`config.mk`:
```
export PLATFORM = sky130hd
export DESIGN_NAME = multi_acc_alu_flat
export DESIGN_NICKNAME = d
export VERILOG_FILES = /design/src/rtl/multi_acc_alu_pkg.sv /design/src/rtl/multi_acc_alu_if.sv /design/src/rtl/multi_acc_alu_mul.sv /design/src/rtl/multi_acc_alu.sv /design/src/flat_wrapper.sv
export SDC_FILE = /design/constraint.sdc
export NUM_CORES = 1
export LEC_CHECK = 0
export CORE_ASPECT_RATIO = 2
export CORE_MARGIN = 4
export CORE_UTILIZATION = 50
export CTS_BUF_LIST = sky130_fd_sc_hd__clkbuf_4 sky130_fd_sc_hd__clkbuf_8 sky130_fd_sc_hd__clkbuf_16
export DETAILED_ROUTE_END_ITERATION = 10
export PLACE_DENSITY = 0.68
export SYNTH_ARGS = -nofsm -noshare
export SYNTH_HDL_FRONTEND = slang
export SYNTH_SLANG_ARGS = --single-unit
```
`constraint.sdc`:
```
create_clock -name clk -period 5.9 [get_ports clk]
set_clock_uncertainty 0.15 [all_clocks]
set_input_delay 1.18 -clock clk [delete_from_list [all_inputs] [get_ports clk]]
set_output_delay 1.18 -clock clk [all_outputs]
set_load 0.03 [all_outputs]
```
`src/rtl/multi_acc_alu_pkg.sv`:
```
// Shared types for the multi-accumulator ALU: op codes, flag bit positions, FSM states.
package multi_acc_alu_pkg;

    typedef enum logic [2:0] {
        OP_LOAD = 3'd0,
        OP_ADD  = 3'd1,
        OP_SUB  = 3'd2,
        OP_ADC  = 3'd3,
        OP_AND  = 3'd4,
        OP_OR   = 3'd5,
        OP_XOR  = 3'd6,
        OP_MUL  = 3'd7
    } op_e;

    localparam int FLAG_W = 4;
    localparam int FLAG_C = 0;
    localparam int FLAG_Z = 1;
    localparam int FLAG_V = 2;
    localparam int FLAG_N = 3;

    typedef enum logic {
        ST_IDLE = 1'b0,
        ST_MUL  = 1'b1
    } state_e;

endpackage

```
`src/rtl/multi_acc_alu_if.sv`:
```
// Request/response bundle between the I/O pin logic (master) and the accumulator ALU (slave).
interface multi_acc_alu_if #(
    parameter int WIDTH   = 8,
    parameter int NUM_ACC = 4
);
    import multi_acc_alu_pkg::*;

    localparam int SEL_W = $clog2(NUM_ACC);

    logic               in_valid;
    logic               in_ready;
    op_e                op;
    logic [SEL_W-1:0]   acc_sel;
    logic [WIDTH-1:0]   operand;
    logic               out_valid;
    logic [WIDTH-1:0]   result;
    logic [FLAG_W-1:0]  flags;

    modport master (
        output in_valid, op, acc_sel, operand,
        input  in_ready, out_valid, result, flags
    );

    modport slave (
        input  in_valid, op, acc_sel, operand,
        output in_ready, out_valid, result, flags
    );

endinterface

```
`src/rtl/multi_acc_alu_mul.sv`:
```
// Sequential shift-add multiplier, one partial product per cycle.
// Latency: WIDTH cycles after start; done/prod are valid combinationally during the last step.
// Backpressure: none; a new start is only issued by the owner once the previous run is done.
module multi_acc_alu_mul #(
    parameter int WIDTH = 8
) (
    input  logic                 clk,
    input  logic                 rst_n,
    input  logic                 start,
    input  logic [WIDTH-1:0]     a,
    input  logic [WIDTH-1:0]     b,
    output logic                 done,
    output logic [2*WIDTH-1:0]   prod
);
    localparam int CNT_W = $clog2(WIDTH);

    logic [2*WIDTH-1:0] mcand_q;
    logic [2*WIDTH-1:0] sum_q;
    logic [WIDTH-1:0]   mplier_q;
    logic [CNT_W-1:0]   cnt_q;
    logic               busy_q;
    logic [2*WIDTH-1:0] step_sum;

    // prod exposes the final step's sum so the owner can write back in the same cycle
    assign step_sum = sum_q + (mplier_q[0] ? mcand_q : '0);
    assign done     = busy_q && (cnt_q == CNT_W'(WIDTH-1));
    assign prod     = step_sum;

    always_ff @(posedge clk) begin
        if (!rst_n) begin
            mcand_q  <= '0;
            sum_q    <= '0;
            mplier_q <= '0;
            cnt_q    <= '0;
            busy_q   <= 1'b0;
        end else if (start) begin
            mcand_q  <= {{WIDTH{1'b0}}, a};
            sum_q    <= '0;
            mplier_q <= b;
            cnt_q    <= '0;
            busy_q   <= 1'b1;
        end else if (busy_q) begin
            sum_q    <= step_sum;
            mcand_q  <= mcand_q << 1;
            mplier_q <= mplier_q >> 1;
            cnt_q    <= cnt_q + CNT_W'(1);
            if (done) begin
                busy_q <= 1'b0;
            end
        end
    end

endmodule

```
`src/rtl/multi_acc_alu.sv`:
```
// Bank of NUM_ACC accumulators with a shared flag register and an 8-op ALU.
// Latency: 1 cycle for single-cycle ops, WIDTH+1 cycles for MUL.
// Backpressure: in_ready drops for WIDTH cycles while a MUL runs and while rst_n is low.
module multi_acc_alu
    import multi_acc_alu_pkg::*;
#(
    parameter int WIDTH   = 8,
    parameter int NUM_ACC = 4,
    parameter int SEL_W   = $clog2(NUM_ACC)
) (
    input  logic               clk,
    input  logic               rst_n,
    multi_acc_alu_if.slave     bus
);
    localparam int MSB = WIDTH - 1;

    state_e              state_q, state_d;
    logic [WIDTH-1:0]    acc_q [NUM_ACC];
    logic [FLAG_W-1:0]   flags_q, flags_d;
    logic [WIDTH-1:0]    result_q;
    logic                out_valid_q;
    logic [SEL_W-1:0]    sel_q;

    logic                accept, mul_start, mul_done, wb;
    logic [2*WIDTH-1:0]  mul_prod;
    logic [SEL_W-1:0]    cur_sel;
    op_e                 cur_op;
    logic [WIDTH-1:0]    a_cur, b_cur, alu_res;
    logic [WIDTH:0]      wide;
    logic                cin, cf, vf;

    assign bus.in_ready  = (state_q == ST_IDLE) && rst_n;
    assign accept        = bus.in_valid && bus.in_ready;
    assign bus.out_valid = out_valid_q;
    assign bus.result    = result_q;
    assign bus.flags     = flags_q;

    // While a MUL runs the bus fields are don't-care; the latched target drives the datapath
    assign cur_sel = (state_q == ST_MUL) ? sel_q : bus.acc_sel;
    assign cur_op  = (state_q == ST_MUL) ? OP_MUL : bus.op;
    assign a_cur   = acc_q[cur_sel];
    assign b_cur   = bus.operand;
    assign cin     = (cur_op == OP_ADC) && flags_q[FLAG_C];

    always_comb begin
        state_d   = state_q;
        wb        = 1'b0;
        mul_start = 1'b0;
        case (state_q)
            ST_IDLE: begin
                if (accept) begin
                    if (bus.op == OP_MUL) begin
                        mul_start = 1'b1;
                        state_d   = ST_MUL;
                    end else begin
                        wb = 1'b1;
                    end
                end
            end
            ST_MUL: begin
                if (mul_done) begin
                    wb      = 1'b1;
                    state_d = ST_IDLE;
                end
            end
            default: state_d = ST_IDLE;
        endcase
    end

    always_comb begin
        wide    = '0;
        alu_res = '0;
        cf      = 1'b0;
        vf      = 1'b0;
        case (cur_op)
            OP_LOAD: alu_res = b_cur;
            OP_ADD, OP_ADC: begin
                wide    = {1'b0, a_cur} + {1'b0, b_cur} + {{WIDTH{1'b0}}, cin};
                alu_res = wide[MSB:0];
                cf      = wide[WIDTH];
                vf      = (a_cur[MSB] == b_cur[MSB]) && (alu_res[MSB] != a_cur[MSB]);
            end
            OP_SUB: begin
                wide    = {1'b0, a_cur} - {1'b0, b_cur};
                alu_res = wide[MSB:0];
                cf      = wide[WIDTH];
                vf      = (a_cur[MSB] != b_cur[MSB]) && (alu_res[MSB] != a_cur[MSB]);
            end
            OP_AND: alu_res = a_cur & b_cur;
            OP_OR:  alu_res = a_cur | b_cur;
            OP_XOR: alu_res = a_cur ^ b_cur;
            OP_MUL: begin
                alu_res = mul_prod[MSB:0];
                cf      = |mul_prod[2*WIDTH-1:WIDTH];
            end
            default: alu_res = '0;
        endcase
        flags_d         = '0;
        flags_d[FLAG_C] = cf;
        flags_d[FLAG_Z] = (alu_res == '0);
        flags_d[FLAG_V] = vf;
        flags_d[FLAG_N] = alu_res[MSB];
    end

    multi_acc_alu_mul #(.WIDTH(WIDTH)) u_mul (
        .clk   (clk),
        .rst_n (rst_n),
        .start (mul_start),
        .a     (a_cur),
        .b     (b_cur),
        .done  (mul_done),
        .prod  (mul_prod)
    );

    always_ff @(posedge clk) begin
        if (!rst_n) begin
            state_q     <= ST_IDLE;
            for (int i = 0; i < NUM_ACC; i++) begin
                acc_q[i] <= '0;
            end
            flags_q     <= '0;
            result_q    <= '0;
            out_valid_q <= 1'b0;
            sel_q       <= '0;
        end else begin
            state_q     <= state_d;
            out_valid_q <= wb;
            if (mul_start) begin
                sel_q <= bus.acc_sel;
            end
            if (wb) begin
                acc_q[cur_sel] <= alu_res;
                result_q       <= alu_res;
                flags_q        <= flags_d;
            end
        end
    end

endmodule

```
`src/flat_wrapper.sv`:
```
// flat-port wrapper written by rule: the top's interface ports become plain ports
module multi_acc_alu_flat import multi_acc_alu_pkg::*;
#(
    parameter int WIDTH   = 8,
    parameter int NUM_ACC = 4,
    parameter int SEL_W   = $clog2(NUM_ACC)
)
  (clk, rst_n, bus_in_valid, bus_op, bus_acc_sel, bus_operand, bus_in_ready, bus_out_valid, bus_result, bus_flags);
  multi_acc_alu_if #(.WIDTH(WIDTH), .NUM_ACC(NUM_ACC)) bus_i ();
  input  logic clk;
  input  logic rst_n;
  input wire logic [$bits(bus_i.in_valid)-1:0] bus_in_valid;
  input wire logic [$bits(bus_i.op)-1:0] bus_op;
  input wire logic [$bits(bus_i.acc_sel)-1:0] bus_acc_sel;
  input wire logic [$bits(bus_i.operand)-1:0] bus_operand;
  output wire logic [$bits(bus_i.in_ready)-1:0] bus_in_ready;
  output wire logic [$bits(bus_i.out_valid)-1:0] bus_out_valid;
  output wire logic [$bits(bus_i.result)-1:0] bus_result;
  output wire logic [$bits(bus_i.flags)-1:0] bus_flags;
  assign bus_i.in_valid = bus_in_valid;
  assign bus_i.op = bus_op;
  assign bus_i.acc_sel = bus_acc_sel;
  assign bus_i.operand = bus_operand;
  assign bus_in_ready = bus_i.in_ready;
  assign bus_out_valid = bus_i.out_valid;
  assign bus_result = bus_i.result;
  assign bus_flags = bus_i.flags;
  multi_acc_alu #(.WIDTH(WIDTH), .NUM_ACC(NUM_ACC), .SEL_W(SEL_W)) u_core (.clk(clk), .rst_n(rst_n), .bus(bus_i));
endmodule
```
==> out/qor.yml <==
yosysWarnings: 0
synth_compound_area_frac: 0.185
grt_use_total: 0.257
core_mm2: 0.0118
synth-seq-area-share: 0.350
syn_avg_cell_area_um2: 9.19
yosysTopAreaCell: "dfxtp_1"
io_pins: 30
clock_path_buffers: 2
worstMarginPinSlew_ns: 0.746
hold_violations: 0
routed-wl-met2_mm: 9.64
synthXorXnorAreaFrac: 0.0252
die_area_mm2: 0.0142
synthSimpleGateAreaFrac: 0.195
dr.pass1.iters: 5
yosysMostFrequentCell: "nor2_1"
die_w_um: 86.2
ys_async_sr_fraction: 0
grt_pass1_wl_mm: 27.7
drtIter0Drc: 303
ctsHtreeMaxLevel: 3
clk_pin_slew_ns: 0.07
cts_buffers: 9
crit_arrival_ns: 5.08
critPathCaptureType: "flop"
grt_max_degree: 41
layout-drive-gt1-share: 0.0948
die_h_um: 164
synthMuxAreaShare: 0.0939
wl_met3_um: 830
synth_area_leaders: "dfxtp_1 (19%), edfxtp_1 (16%), ha_1 (9.0%)"
cts_setup_buffers: 0
grt_pass1_vias: 5322
synth_ff_type: "dfxtp_1"
clock_latency_ns: 0.35
start_util: 0.517
synth_edf_count: 32
rsz0062_at_grt: "false"
synth_top_family_by_area: "simple AND/OR/NAND/NOR gates"
finalWorstSetupSlack_ns: 0.749
yosysUniqueCellTypes: 77
layout_worst_path_cycle_share: 0.873
power_density_mw_per_mm2: 236
routedLengthMet1_mm: 6.06
synthAdderAreaFrac: 0.103
wl_per_cell_um: 20.9
fill_cells: 1021
worstHoldPathType: "reg2reg"
drv_slew: 0
criticalPathCategory: "in2reg"
finalSetupViolations: 0
ys_ff_latch: 91
dp_hpwl_mm: 13.6
cts_tree: "yes"
vias: 5199
cp_data_required_time_ns: 5.83
drc: 0
p_total_uw: 1620
p_leak_uw: 0.00294
nNetsFinal: 755
cts-root-buf: "clkbuf_16"
tns_ns: 0
portBuffers: 29
timing.fmax_mhz: 194
netlist.area_leader.share: 0.193
hold_buffers: 0
synth_area_mm2: 0.00612
antenna_found_initial: 0
outcome: "complete, no violations"
vias_per_cell: 6.18
cts_sinks: 91
area_growth_pct: 12.2
ant_nets: 0
critPathLaunchType: "input pin"
cts_resized: 0
place_congestion: 1.01
yosys-top-cells-count: "nor2_1 (79), dfxtp_1 (59), nand2_1 (54), ha_1 (44), mux2i_1 (36)"
rows: 56
antenna_cells: 0
wl_mm: 17.6
slew_headroom: 0.501
preCtsSetupSlack_ns: 0.437
ir_drop_mv: 0.191
highest_layer: "met4"
worstPathMaxFanout: 12
period_minus_slack_ns: 5.15
fin_hold_ws_ns: 0.316
syn_inst: 666
grt_overflow: 0
drv_cap: 0
synth_fp_nets: 730
## final timing paths
path / from / endpoint / slack [ns] / cells after the start
worst max-delay path: bus_acc_sel[0] / u_core.acc_q[2][7] / 0.75 / 12
worst min register to register: u_core.bus.result[1] / u_core.bus.result[1] / 0.32 / 1
worst max register to register: u_core.state_q / u_core.acc_q[2][7] / 1.45 / 11
worst min-delay path: u_core.bus.result[1] / u_core.bus.result[1] / 0.32 / 1
## metrics by stage
step                      cells  area, um2   util
after detailed placement    825       6570  0.554
after global routing        841       6860  0.580
final                       841       6860  0.580
after CTS                   841       6860  0.580
after global placement      825       6570  0.554
after floorplan             666       6120      -
## state kept, by name (all words and copies together), names as in the netlist
name,count
u_core.acc_q,32
u_core.bus.flags,3
u_core.sel_q,2
u_core.u_mul.cnt_q,3
u_core.u_mul.mplier_q,8
u_core.state_q,1
u_core.u_mul.mcand_q,16
u_core.bus.result,8
u_core.bus.out_valid,1
u_core.u_mul.sum_q,16
u_core.u_mul.busy_q,1
## cells in the final DEF, fill, tap and decap left out, types with 4 or more instances in the layout
cell type        netlist  final
a211oi_1               5      5
a21boi_0               7      7
a21o_1                 6      6
a21oi_1               26     26
a31oi_1                4      4
and2_1                21     21
and3_1                 9      9
buf_4                  1     19
clkbuf_16              0      9
clkdlybuf4s50_1        0     29
dfxtp_1               59     58
edfxtp_1              32     32
fa_1                   4      4
ha_1                  44     44
inv_1                 32     32
mux2i_1               36     36
mux4_2                 8      8
nand2_1               54     54
nand2b_1              17     17
nand3_1               13     13
nor2_1                79     79
nor2b_1               11     11
nor3_1                10     10
o211a_1               16     16
o211ai_1               6      6
o21ai_0               26     26
o221ai_1               4      4
o22ai_1                9      9
o31ai_1                5      5
xnor2_1                9      9
xor2_1                 6      6
## area by class of cell
| type | count | area [um2] | share of cell area |
|---|---|---|---|
| clock buffers | 12 | 248 | 0.0361 |
| clock inverters | 4 | 50.0 | 0.00729 |
| inverters | 33 | 124 | 0.0180 |
| multi-input cells | 508 | 3680 | 0.537 |
| flip-flops and latches | 91 | 2140 | 0.312 |
| well taps | 145 | 181 | 0.0264 |
| repair buffers | 48 | 433 | 0.0631 |
## kinds of logic after synthesis
family,count (synthesis)
muxes,47
and+or+nand+nor,242
DFF,91
buffers and inverters,67
xor gates and xnor gates,16
AOI/OAI and AO/OA,155
adders and majority gates,48
## worst max-delay path: stages
cell	delay [ns]
clkdlybuf4s50_1	0.43
mux2i_1	0.14
buf_4	0.26
mux4_2	0.61
ha_1	0.33
nand2b_1	0.17
a221oi_1	0.57
o221ai_1	0.33
xnor2_1	0.19
a221o_1	0.39
o22ai_1	0.38
nor2_1	0.10
## metal layers
layer / global-route usage / vias up
li1: - / 2455
met1: 0.254 / 2486
met3: 0.0414 / 59
met5: 0 / -
met4: 0.159 / 0
met2: 0.483 / 199
## where the power goes
group	internal, uW	leakage (uW)	switching, uW
Sequential	674	0.000810	11.3
Clock	343	0.000148	243
Combinational	139	0.00198	211
No activity file was read; power rests on OpenSTA's default activity.
